**src/rtl/rand_pos_gen.sv**
```systemverilog
// Bounded random position generator: draws WIDTH-bit candidates from a serial
// random bit stream, rejects out-of-range or excluded values, falls back after MAX_TRIES.
module rand_pos_gen #(
    parameter int unsigned WIDTH     = 4,
    parameter int unsigned LIMIT     = 12,
    parameter int unsigned MAX_TRIES = 8
) (
    input  logic             clk,
    input  logic             rst,
    input  logic             bit_in,
    input  logic             bit_en,
    input  logic             req,
    input  logic [WIDTH-1:0] excl,
    output logic             busy,
    output logic             pos_valid,
    output logic [WIDTH-1:0] pos,
    output logic             fallback
);

    localparam int unsigned CNT_W = $clog2(WIDTH + 1);
    localparam int unsigned TRY_W = $clog2(MAX_TRIES + 1);
    localparam int unsigned EXT_W = WIDTH + 1;

    typedef enum logic [1:0] {
        S_IDLE,
        S_COLLECT,
        S_CHECK
    } state_t;

    state_t           state_q;
    logic [WIDTH-1:0] shreg_q;
    logic [CNT_W-1:0] bit_cnt_q;
    logic [TRY_W-1:0] try_cnt_q;
    logic [WIDTH-1:0] excl_q;
    logic [WIDTH-1:0] pos_q;
    logic             pos_valid_q;
    logic             fallback_q;
    logic             busy_q;

    logic [WIDTH-1:0] shreg_shift;
    logic             cand_ok;
    logic             last_bit;
    logic             last_try;
    logic [EXT_W-1:0] excl_ext;
    logic [EXT_W-1:0] excl_inc;
    logic [WIDTH-1:0] fb_pos;

    // Candidate evaluation and fallback value, all in WIDTH+1 bits so LIMIT == 2^WIDTH works
    always_comb begin
        shreg_shift = {shreg_q[WIDTH-2:0], bit_in};
        cand_ok     = ({1'b0, shreg_q} < EXT_W'(LIMIT)) && (shreg_q != excl_q);
        last_bit    = (bit_cnt_q == CNT_W'(WIDTH - 1));
        last_try    = (try_cnt_q == TRY_W'(MAX_TRIES - 1));
        excl_ext    = {1'b0, excl_q};
        excl_inc    = excl_ext + EXT_W'(1);
        fb_pos      = '0;
        if (excl_ext < EXT_W'(LIMIT) && excl_inc != EXT_W'(LIMIT)) begin
            fb_pos = WIDTH'(excl_inc);
        end
    end

    always_ff @(posedge clk) begin
        if (rst) begin
            state_q     <= S_IDLE;
            shreg_q     <= '0;
            bit_cnt_q   <= '0;
            try_cnt_q   <= '0;
            excl_q      <= '0;
            pos_q       <= '0;
            pos_valid_q <= 1'b0;
            fallback_q  <= 1'b0;
            busy_q      <= 1'b0;
        end else begin
            pos_valid_q <= 1'b0;
            fallback_q  <= 1'b0;
            case (state_q)
                S_IDLE: begin
                    if (req) begin
                        excl_q    <= excl;
                        shreg_q   <= '0;
                        bit_cnt_q <= '0;
                        try_cnt_q <= '0;
                        busy_q    <= 1'b1;
                        state_q   <= S_COLLECT;
                    end
                end
                S_COLLECT: begin
                    if (bit_en) begin
                        shreg_q <= shreg_shift;
                        if (last_bit) begin
                            bit_cnt_q <= '0;
                            state_q   <= S_CHECK;
                        end else begin
                            bit_cnt_q <= bit_cnt_q + CNT_W'(1);
                        end
                    end
                end
                S_CHECK: begin
                    if (cand_ok) begin
                        pos_q       <= shreg_q;
                        pos_valid_q <= 1'b1;
                        busy_q      <= 1'b0;
                        state_q     <= S_IDLE;
                    end else if (last_try) begin
                        try_cnt_q   <= try_cnt_q + TRY_W'(1);
                        pos_q       <= fb_pos;
                        pos_valid_q <= 1'b1;
                        fallback_q  <= 1'b1;
                        busy_q      <= 1'b0;
                        state_q     <= S_IDLE;
                    end else begin
                        try_cnt_q <= try_cnt_q + TRY_W'(1);
                        shreg_q   <= '0;
                        state_q   <= S_COLLECT;
                    end
                end
                default: begin
                    busy_q  <= 1'b0;
                    state_q <= S_IDLE;
                end
            endcase
        end
    end

    assign busy      = busy_q;
    assign pos_valid = pos_valid_q;
    assign pos       = pos_q;
    assign fallback  = fallback_q;

endmodule

```
**config.mk**
```make
export PLATFORM = sky130hd
export DESIGN_NAME = rand_pos_gen
export DESIGN_NICKNAME = d
export VERILOG_FILES = /design/src/rtl/rand_pos_gen.sv
export SDC_FILE = /design/constraint.sdc
export NUM_CORES = 1
export LEC_CHECK = 0
export CORE_MARGIN = 1.5
export CORE_UTILIZATION = 50
export CTS_CLUSTER_SIZE = 24
export DETAILED_ROUTE_END_ITERATION = 7
export GPL_TIMING_DRIVEN = 0
export PLACE_DENSITY = 0.78
export SYNTH_ARGS = -nofsm -noshare
export SYNTH_HDL_FRONTEND = slang
export SYNTH_SLANG_ARGS = --single-unit
```
**constraint.sdc**
```tcl
create_clock -name clk -period 3.7 [get_ports clk]
set_clock_uncertainty 0.2 [all_clocks]
set_input_delay 0.74 -clock clk [delete_from_list [all_inputs] [get_ports clk]]
set_output_delay 0.74 -clock clk [all_outputs]
set_load 0.05 [all_outputs]
```
==> reports/qor.txt <==
Num CTS Buffers -> 3
DRC -> 0
Setup WS post-layout -> 1.23 ns
IO Count -> 16
crit-path cells -> clkdlybuf4s50_1
Slew Viols, Final -> 0
CP required -> 2.76 ns
sequential group share of total power -> 0.559
Worst Path Arrival -> 1.53 ns
die footprint -> 0.00276 sq mm
# clock sinks -> 24
Top delay family on crit path -> buffers and inverters
Inserted Diodes -> 0
Post-CTS Setup Inserts -> 0
die width -> 52.5 um
Via density -> 5.80
pin count of the biggest net entering global routing -> 14
Yosys top cell by area -> dfxtp_1
YS warnings -> 0
die height -> 52.5 um
clock buffer depth -> 2
startpoint types -> register
Final Setup Violations -> 0
Slew @ Worst Pin -> 0.649 ns
first-pass GRT wire length -> 4530 um
share of cells above drive strength 1 -> 0.113
Initial Utilization -> 0.544
Mean Syn Cell Area -> 8.76 sq um
antenna violations before repair -> 0
final net count -> 172
Clk network pwr share -> 0.286
max_cap viols -> 0
Sw Share -> 0.264
routed len/inst -> 14.0 um
Layout area overhead -> 18.1%
Buffers on Ports -> 15
root buffer cell -> clkbuf_4
pwr dens -> 335 mW/mm^2
cells resized by post-CTS repair -> 0
worst path bufs/invs -> 1
Yosys reg bits -> 24
worst vdd ir -> 0.267 mV
Internal -> 0.356 mW
Overflow after GRT -> 0
crit path max-delay cell type -> clkdlybuf4s50_1
Cell Area, Synth -> 0.00123 sq mm
GR Util All Layers -> 0.222
RSZ-0062 raised after global routing -> false
vias in the first global route -> 1,013
run status -> finished clean
syn_nets -> 152
Hold Violations, Final -> 0
Routability Congestion -> 0.838
Pre-antenna DRT Iters -> 4
main flop type after synthesis -> dfxtp_1
Core ar. -> 0.00225 sq mm
H-tree levels -> 1
TritonCTS clock tree -> done
HPWL Detailed -> 1890 um
Starting DRT DRC Count -> 14
Reg clk slew, reported paths -> 0.13 ns
proportion of netlist area held by the largest area contributor -> 0.392
minimum clock period -> 2.47 ns
WL final -> 2620 um
number of flops mapped to enable cells by yosys -> 0
Slew HR -> 0.566
Tightest Hold Check Type -> register to register
Clk Latency, worst-skew pair -> 0.32 ns
P_leak -> 0.519 nW
cts hold-fix bufs -> 0
Critical Path End Type -> primary output
ANT nets after route -> 0
FMAX -> 405 MHz
crit-path max FO -> 3
Gate Count Post-Synth -> 140
max incr delay on CP -> 0.82 ns
Fin Setup TNS -> 0 ns
critical path class -> register to primary output
Synth area leaders -> dfxtp_1, mux2i_1, a21oi_1
Sw Pwr -> 0.128 mW
register area share after synthesis -> 0.392
R2R Setup Slk -> 1.88 ns
fin crit share -> 0.667
num rows -> 17
asr flop ratio synth -> 0
via count -> 1,084
Cell variety after synth -> 43
Comb pwr share -> 0.155
pre-CTS setup slack -> 1.14 ns
-- cells in the final DEF, fill, tap and decap left out, types with 6 or more instances in the layout --
| cell | count |
|---|---|
| a21oi_1 | 12 |
| nand2_1 | 11 |
| o21ai_0 | 10 |
| dfxtp_1 | 24 |
| mux2i_1 | 7 |
| nand2b_1 | 6 |
| nor2b_1 | 8 |
| nor2_1 | 11 |
| clkdlybuf4s50_1 | 15 |
-- cells in the mapped netlist, types with 3 or more instances --
cell / number
nand3_1: 3
nand2_1: 11
mux2i_1: 7
dfxtp_1: 24
ha_1: 3
inv_1: 3
nor2b_1: 8
nand2b_1: 6
nor2_1: 11
a21oi_1: 12
o21ai_0: 10
-- kinds of logic after synthesis --
logic type | synth area share
and+or+nand+nor | 0.268
AOI/OAI and AO/OA | 0.195
DFF | 0.392
buffers and inverters | 0.0357
muxes | 0.0571
xor gates and xnor gates | 0.0214
adders and majority gates | 0.0306
-- per-stage QoR --
stage	util	hold WS [ns]	std cells	cell area [sq um]	total power, mW
2_1_floorplan	-	0.222	140	1230	0.326
3_3_place_gp	0.626	0.232	183	1410	0.348
3_5_place_dp	0.626	0.235	183	1410	0.351
4_1_cts	0.642	0.258	187	1450	0.487
5_1_grt	0.642	0.305	187	1450	0.509
6_report	0.642	0.258	187	1450	0.485
-- final timing paths --
kind,to,from,depth (start not counted)
hold / removal,bit_cnt_q[2],bit_cnt_q[2],2
setup / recovery,pos[1],pos[1],1
setup reg to reg,shreg_q[2],state_q[0],6
hold reg to reg,bit_cnt_q[2],bit_cnt_q[2],2
-- power by group through the flow --
stage          logic (mW)  registers (mW)  clock network [mW]
2_1_floorplan      0.0472           0.279                   0
3_3_place_gp       0.0718           0.276                   0
3_5_place_dp       0.0743           0.277                   0
4_1_cts            0.0747           0.271               0.141
5_1_grt            0.0824           0.272               0.154
6_report           0.0751           0.271               0.138
-- per-layer routing --
layer | global-route usage | routed length [um]
met5 | 0 | 0
met4 | 0.0556 | 14
met3 | 0.0686 | 116
met2 | 0.369 | 1290
met1 | 0.278 | 1200
-- state kept, by name, indices dropped and copies added, names as in the netlist, 2 cells and up --
signal	cells
pos	4
try_cnt_q	4
state_q	2
bit_cnt_q	3
shreg_q	4
excl_q	4
-- worst reg2reg max path, cell delays in order, from the launching register on --
cell and delay, ns:
dfxtp_1 0.33, buf_2 0.18, inv_1 0.12, nor3_2 0.39, a21oi_1 0.18, o21ai_0 0.21
a21oi_1 0.09
-- layout make-up --
cell class                 instances  area [sq um]
fill                             204           807
inverter                           3          11.3
timing repair buffer              15           150
clock buffer                       4          36.3
sequential                        24           480
multi-input combinational        107           702
tap                               28          35.0
buffer                             6          32.5
(Power assumes the default switching activity.)
